--- config.mk ---
export PLATFORM = sky130hd
export DESIGN_NAME = writeback_arb_flat
export DESIGN_NICKNAME = d
export VERILOG_FILES = /design/src/rtl/writeback_arb_pkg.sv /design/src/rtl/writeback_arb_if.sv /design/src/rtl/writeback_arb_rr_arb.sv /design/src/rtl/writeback_arb.sv /design/src/flat_wrapper.sv
export SDC_FILE = /design/constraint.sdc
export NUM_CORES = 1
export LEC_CHECK = 0
export ABC_AREA = 1
export BUFFER_PORTS_ARGS = -buffer_cell sky130_fd_sc_hd__buf_2
export CAP_MARGIN = 5
export CORE_MARGIN = 10
export CORE_UTILIZATION = 39
export CTS_CLUSTER_DIAMETER = 30
export DETAILED_ROUTE_END_ITERATION = 7
export GPL_TIMING_DRIVEN = 0
export HOLD_SLACK_MARGIN = 0.03
export PLACE_DENSITY = 0.85
export SLEW_MARGIN = 20
export SYNTH_ARGS = -nofsm -noshare
export SYNTH_HDL_FRONTEND = slang
export SYNTH_SLANG_ARGS = --single-unit
--- constraint.sdc ---
create_clock -name clk -period 6.3 [get_ports clk]
set_input_delay 0.315 -clock clk [delete_from_list [all_inputs] [get_ports clk]]
set_output_delay 0.315 -clock clk [all_outputs]
set_load 0.1 [all_outputs]
--- src/rtl/writeback_arb_pkg.sv ---
// Shared X__W definitions: default widths and the payload record that every
// execute unit hands to writeback.
package writeback_arb_pkg;

   localparam int XW_NUM_PIPES     = 3;
   localparam int XW_ADDR_BITS     = 32;
   localparam int XW_DATA_BITS     = 32;
   localparam int XW_SEQ_NUM_BITS  = 5;
   localparam int XW_REG_ADDR_BITS = 5;

   // One completed result as produced by an execute pipe.
   typedef struct packed {
      logic [XW_ADDR_BITS-1:0]     pc;
      logic [XW_SEQ_NUM_BITS-1:0]  seq_num;
      logic [XW_REG_ADDR_BITS-1:0] waddr;
      logic [XW_DATA_BITS-1:0]     wdata;
      logic                        wen;
   } xw_payload_t;

endpackage

--- src/rtl/writeback_arb_if.sv ---
// X__W bundle from the execute pipes into writeback, together with the
// register-file write port and the completion report driven by writeback.
interface writeback_arb_if
   import writeback_arb_pkg::*;
#(
   parameter int p_num_pipes    = XW_NUM_PIPES,
   parameter int p_addr_bits    = XW_ADDR_BITS,
   parameter int p_data_bits    = XW_DATA_BITS,
   parameter int p_seq_num_bits = XW_SEQ_NUM_BITS
) ();

   logic [p_num_pipes-1:0]                  Ex_val;
   logic [p_num_pipes-1:0]                  Ex_rdy;
   logic [p_num_pipes*p_addr_bits-1:0]      Ex_pc;
   logic [p_num_pipes*p_seq_num_bits-1:0]   Ex_seq_num;
   logic [p_num_pipes*XW_REG_ADDR_BITS-1:0] Ex_waddr;
   logic [p_num_pipes*p_data_bits-1:0]      Ex_wdata;
   logic [p_num_pipes-1:0]                  Ex_wen;

   logic                        rf_wen;
   logic [XW_REG_ADDR_BITS-1:0] rf_waddr;
   logic [p_data_bits-1:0]      rf_wdata;

   logic                        cmpl_val;
   logic [p_addr_bits-1:0]      cmpl_pc;
   logic [p_seq_num_bits-1:0]   cmpl_seq_num;

   // Execute side (and anything observing the register-file/commit outputs).
   modport master (
      output Ex_val, Ex_pc, Ex_seq_num, Ex_waddr, Ex_wdata, Ex_wen,
      input  Ex_rdy,
      input  rf_wen, rf_waddr, rf_wdata,
      input  cmpl_val, cmpl_pc, cmpl_seq_num
   );

   // Writeback side.
   modport slave (
      input  Ex_val, Ex_pc, Ex_seq_num, Ex_waddr, Ex_wdata, Ex_wen,
      output Ex_rdy,
      output rf_wen, rf_waddr, rf_wdata,
      output cmpl_val, cmpl_pc, cmpl_seq_num
   );

endinterface

--- src/rtl/writeback_arb_rr_arb.sv ---
// Round-robin arbiter: one-hot grant searched from ptr upward with wrap; the
// pointer moves past the winner only when the grant is actually taken.
module writeback_arb_rr_arb
   import writeback_arb_pkg::*;
#(
   parameter int p_width = XW_NUM_PIPES
) (
   input  logic               clk,
   input  logic               rst,
   input  logic [p_width-1:0] req_i,
   input  logic               xfer_i,
   output logic [p_width-1:0] gnt_o
);

   localparam int PTR_BITS = (p_width > 1) ? $clog2(p_width) : 1;

   generate
      if (p_width == 1) begin : g_single
         // A lone producer is always granted; there is nothing to rotate.
         assign gnt_o = 1'b1;
      end else begin : g_rr
         localparam logic [PTR_BITS-1:0] LAST = PTR_BITS'(p_width - 1);

         logic [PTR_BITS-1:0] ptr_q, ptr_d;
         logic [PTR_BITS-1:0] idx;
         logic [PTR_BITS-1:0] idx_inc;
         logic                found;

         // NOTE: every variable gets a default before the search loop, so no
         // path leaves one unassigned and no latch is inferred.
         always_comb begin
            gnt_o   = '0;
            ptr_d   = ptr_q;
            found   = 1'b0;
            idx     = ptr_q;
            idx_inc = '0;
            for (int off = 0; off < p_width; off++) begin
               idx_inc = (idx == LAST) ? '0 : idx + PTR_BITS'(1);
               if (!found && req_i[idx]) begin
                  found      = 1'b1;
                  gnt_o[idx] = 1'b1;
                  ptr_d      = idx_inc;
               end
               idx = idx_inc;
            end
         end

         // NOTE: state is updated with non-blocking assignments only.
         always_ff @(posedge clk or negedge rst) begin
            if (!rst) begin
               ptr_q <= '0;
            end else if (xfer_i) begin
               ptr_q <= ptr_d;
            end
         end
      end
   endgenerate

endmodule

--- src/rtl/writeback_arb.sv ---
// Writeback stage: picks one finished result per cycle from the execute pipes,
// registers it, and next cycle writes the register file and reports completion.
module writeback_arb
   import writeback_arb_pkg::*;
#(
   parameter int p_num_pipes    = XW_NUM_PIPES,
   parameter int p_addr_bits    = XW_ADDR_BITS,
   parameter int p_data_bits    = XW_DATA_BITS,
   parameter int p_seq_num_bits = XW_SEQ_NUM_BITS
) (
   input  logic           clk,
   input  logic           rst,
   writeback_arb_if.slave xw
);

   localparam int RB = XW_REG_ADDR_BITS;

   typedef struct packed {
      logic [p_addr_bits-1:0]    pc;
      logic [p_seq_num_bits-1:0] seq_num;
      logic [RB-1:0]             waddr;
      logic [p_data_bits-1:0]    wdata;
      logic                      wen;
   } stage_t;

   logic [p_num_pipes-1:0] gnt;
   logic                   xfer;
   logic                   val_q;
   stage_t                 stage_q;
   stage_t                 stage_d;

   writeback_arb_rr_arb #(
      .p_width (p_num_pipes)
   ) u_rr_arb (
      .clk    (clk),
      .rst    (rst),
      .req_i  (xw.Ex_val),
      .xfer_i (xfer),
      .gnt_o  (gnt)
   );

   // W never stalls, so the grant is the ready and any granted valid transfers.
   assign xw.Ex_rdy = gnt;
   assign xfer      = |(xw.Ex_val & gnt);

   // Grant is one-hot, so selecting by it is a plain mux of the winner's fields.
   always_comb begin
      stage_d = '0;
      for (int i = 0; i < p_num_pipes; i++) begin
         if (gnt[i]) begin
            stage_d.pc      = xw.Ex_pc[i*p_addr_bits +: p_addr_bits];
            stage_d.seq_num = xw.Ex_seq_num[i*p_seq_num_bits +: p_seq_num_bits];
            stage_d.waddr   = xw.Ex_waddr[i*RB +: RB];
            stage_d.wdata   = xw.Ex_wdata[i*p_data_bits +: p_data_bits];
            stage_d.wen     = xw.Ex_wen[i];
         end
      end
   end

   always_ff @(posedge clk or negedge rst) begin
      if (!rst) begin
         val_q <= 1'b0;
      end else begin
         val_q <= xfer;
      end
   end

   // NOTE: the payload carries no reset; val_q alone qualifies it, so a reset
   // discards the in-flight entry without touching these flops.
   always_ff @(posedge clk) begin
      if (xfer) begin
         stage_q <= stage_d;
      end
   end

   // x0 is hardwired: the write is dropped but the instruction still completes.
   assign xw.rf_wen       = val_q & stage_q.wen & (stage_q.waddr != '0);
   assign xw.rf_waddr     = stage_q.waddr;
   assign xw.rf_wdata     = stage_q.wdata;

   assign xw.cmpl_val     = val_q;
   assign xw.cmpl_pc      = stage_q.pc;
   assign xw.cmpl_seq_num = stage_q.seq_num;

endmodule

--- src/flat_wrapper.sv ---
// flat-port wrapper written by rule: the top's interface ports become plain ports
module writeback_arb_flat import writeback_arb_pkg::*;
#(
   parameter int p_num_pipes    = XW_NUM_PIPES,
   parameter int p_addr_bits    = XW_ADDR_BITS,
   parameter int p_data_bits    = XW_DATA_BITS,
   parameter int p_seq_num_bits = XW_SEQ_NUM_BITS
)
  (clk, rst, xw_Ex_val, xw_Ex_pc, xw_Ex_seq_num, xw_Ex_waddr, xw_Ex_wdata, xw_Ex_wen, xw_Ex_rdy, xw_rf_wen, xw_rf_waddr, xw_rf_wdata, xw_cmpl_val, xw_cmpl_pc, xw_cmpl_seq_num);
  writeback_arb_if #(.p_num_pipes(p_num_pipes), .p_addr_bits(p_addr_bits), .p_data_bits(p_data_bits), .p_seq_num_bits(p_seq_num_bits)) xw_i ();
  input  logic clk;
  input  logic rst;
  input wire logic [$bits(xw_i.Ex_val)-1:0] xw_Ex_val;
  input wire logic [$bits(xw_i.Ex_pc)-1:0] xw_Ex_pc;
  input wire logic [$bits(xw_i.Ex_seq_num)-1:0] xw_Ex_seq_num;
  input wire logic [$bits(xw_i.Ex_waddr)-1:0] xw_Ex_waddr;
  input wire logic [$bits(xw_i.Ex_wdata)-1:0] xw_Ex_wdata;
  input wire logic [$bits(xw_i.Ex_wen)-1:0] xw_Ex_wen;
  output wire logic [$bits(xw_i.Ex_rdy)-1:0] xw_Ex_rdy;
  output wire logic [$bits(xw_i.rf_wen)-1:0] xw_rf_wen;
  output wire logic [$bits(xw_i.rf_waddr)-1:0] xw_rf_waddr;
  output wire logic [$bits(xw_i.rf_wdata)-1:0] xw_rf_wdata;
  output wire logic [$bits(xw_i.cmpl_val)-1:0] xw_cmpl_val;
  output wire logic [$bits(xw_i.cmpl_pc)-1:0] xw_cmpl_pc;
  output wire logic [$bits(xw_i.cmpl_seq_num)-1:0] xw_cmpl_seq_num;
  assign xw_i.Ex_val = xw_Ex_val;
  assign xw_i.Ex_pc = xw_Ex_pc;
  assign xw_i.Ex_seq_num = xw_Ex_seq_num;
  assign xw_i.Ex_waddr = xw_Ex_waddr;
  assign xw_i.Ex_wdata = xw_Ex_wdata;
  assign xw_i.Ex_wen = xw_Ex_wen;
  assign xw_Ex_rdy = xw_i.Ex_rdy;
  assign xw_rf_wen = xw_i.rf_wen;
  assign xw_rf_waddr = xw_i.rf_waddr;
  assign xw_rf_wdata = xw_i.rf_wdata;
  assign xw_cmpl_val = xw_i.cmpl_val;
  assign xw_cmpl_pc = xw_i.cmpl_pc;
  assign xw_cmpl_seq_num = xw_i.cmpl_seq_num;
  writeback_arb #(.p_num_pipes(p_num_pipes), .p_addr_bits(p_addr_bits), .p_data_bits(p_data_bits), .p_seq_num_bits(p_seq_num_bits)) u_core (.clk(clk), .rst(rst), .xw(xw_i));
endmodule
==> reports/qor.yml <==
status: "completed"
netlist.area_leader.share_pct: 48.5
cts_setup_buffers: 0
dr.pass1.iters: 5
route.detailed.drc: 0
area_delta_synth_final_pct: 45.7
syn_avg_cell_area_um2: 8.81
synthAdderAreaFrac_pct: 0
vias: 4550
initial_utilization_pct: 40.3
grt_overflow: 0
cp_max_fo: 10
synth_cell_types: 20
synth_compound_area_share_pct: 0.836
track_usage_pct: 17.9
grt_pass1_vias: 4839
startpoint_type: "register"
synthFlopType: "edfxtp_1"
antenna_cells: 0
max_freq_mhz: 392
ant_nets: 0
die_x_um: 129
root_buffer: "clkbuf_16"
ys_seq_elements: 78
clkLatencyLatePin_ps: 320
setup_viol_count_final: 0
drv_slew: 0
finalInstanceArea_um2: 6760
max_cap_viol_count: 0
die_y_um: 129
rsz0062_at_grt: "false"
wl_um: 15600
yosysTopAreaCell: "edfxtp_1"
worst_ep_arrival_time_ps: 2230
core-area_um2: 11500
drive_gt1_share_pct: 53.2
cp_slowest_stage_delay_ps: 460
async_flop_share_pct: 3.85
synth_most_common_cell: "nand2_1"
critical_path_class: "register to primary output"
ios: 309
layout.nets: 1081
cp_num_buf_inv: 4
htreeDepth: 3
tightest_slew_ps: 524
rows: 39
post_dp_cell_area_um2: 6470
clk_pin_slew_worst_paths_ps: 60
grt_pass1_wl_um: 23800
required_ps: 5980
end_kind: "primary output"
final_util_pct: 58.7
via_per_inst: 4.55
fillCellCount: 1036
fin_setup_tns_ps: 0
dpl_worst_slack_ps: 4100
synthCells: 527
numPortBuffers: 308
yosys-mux-area-fraction_pct: 0
antenna_found_initial: 0
synth_nets: 757
cts_resized: 0
crit_chain: "buf_6 > inv_2 > nand3_2 > nand3_2 > nor2_4 > nand3_1 > nand2_2 > buf_2 > buf_2"
wl_per_cell_um: 15.6
synthSimpleGateAreaFrac_pct: 31.8
synth_top_family_by_area: "simple AND/OR/NAND/NOR gates"
first_iter_violations: 186
grt_max_degree: 23
cts_tree: "done"
yosysWarnings: 0
fin_skew_ps: 5.04
cts.sinks: 78
die_area_um2: 16700
synth-seq-area-share_pct: 50.1
hold_path_class: "primary input to register"
setup_ws_ps: 3750
gp_congestion: 0.846
critPathSlowestCell: "buf_2"
post-route-period-util_pct: 40.4
synth_xor_area_share_pct: 0
place_hpwl_um: 13000
hold_viol_final: 0
synth.top_cells.by_area: "edfxtp_1 (49%), nand2_1 (19%), buf_4 (13%)"
ctsHoldBuffers: 1
min_period_ps: 2550
maxSlewHeadroom_pct: 65.3
crit_family: "buffers and inverters"
cts_buffer_depth: 2
synth_edf_count: 75
synth_top_cells_by_count: "nand2_1 (230), buf_4 (82), edfxtp_1 (75)"
synth_area_um2: 4640
cts_buffers: 9
==> area by class of cell <==
type | count | area [µm²] | area share [%]
buffer | 100 | 769 | 11.4
timing repair buffer | 313 | 1650 | 24.4
inverter | 8 | 30.0 | 0.444
multi-input combinational | 341 | 1530 | 22.6
clock inverter | 6 | 52.6 | 0.777
tap | 143 | 179 | 2.65
sequential | 78 | 2330 | 34.4
clock buffer | 10 | 229 | 3.39
==> cells by family after synthesis <==
kind of cell,count (synthesis)
simple gates,335
buf+inv,108
flops,78
compound gates,6
==> sequential cells by signal, summed over array words and instances, names as in the netlist <==
name	flops
u_core.xw.cmpl_val	1
u_core.u_rr_arb.g_rr.ptr_q	2
u_core.stage_q	1
u_core.xw.cmpl_pc	32
u_core.xw.rf_wdata	32
u_core.xw.rf_waddr	5
u_core.xw.cmpl_seq_num	5
==> worst paths after layout <==
kind | start | to | slack [ps] | cells past startpoint
min reg2reg | u_core.u_rr_arb.g_rr.ptr_q[0] | u_core.u_rr_arb.g_rr.ptr_q[0] | 710 | 3
min in group asynchronous | rst | u_core.xw.cmpl_val | 330 | 2
max | u_core.u_rr_arb.g_rr.ptr_q[1] | xw_Ex_rdy[0] | 3750 | 9
max in group asynchronous | rst | u_core.u_rr_arb.g_rr.ptr_q[0] | 5860 | 2
max reg2reg | u_core.u_rr_arb.g_rr.ptr_q[1] | u_core.xw.cmpl_pc[10] | 4230 | 11
min | xw_Ex_pc[30] | u_core.xw.cmpl_pc[30] | 260 | 3
==> cells in the final DEF (no fill, tap or decap) <==
master / count
buf_2: 317
bufinv_16: 1
clkinv_1: 2
nor2_1: 4
o21ai_4: 1
dfrtp_1: 3
clkbuf_16: 9
a31oi_1: 1
o31ai_1: 1
o211ai_1: 2
dlygate4sd3_1: 1
nand3_1: 72
o21ai_1: 1
nor3_1: 2
nor2_4: 2
nand2_2: 12
buf_8: 3
buf_16: 3
inv_2: 2
edfxtp_1: 75
nand2_1: 230
buf_6: 7
inv_1: 6
nand3_2: 13
clkbuf_1: 1
buf_4: 82
clkinv_2: 3
==> per-layer routing <==
metal,vias up,global-route usage [%],wire length (µm)
met4,0,6.89,310
met1,2005,19.3,5890
met3,22,6.04,1520
li1,2310,-,-
met2,213,31.9,7840
met5,-,0,0
==> through the flow <==
stage / instances / hold slack, ps
floorplan: 527 / 19.4
detailed placement: 982 / 125
finish: 999 / 260
CTS: 999 / 247
global placement: 978 / 126
global route: 999 / 262
==> worst min-delay path: stages <==
cell and delay, ps:
buf_2 70, nand2_1 40, nand3_1 50
Power is not shown: default switching activity piles up to over one toggle a cycle in this logic, so the estimate is an artifact.
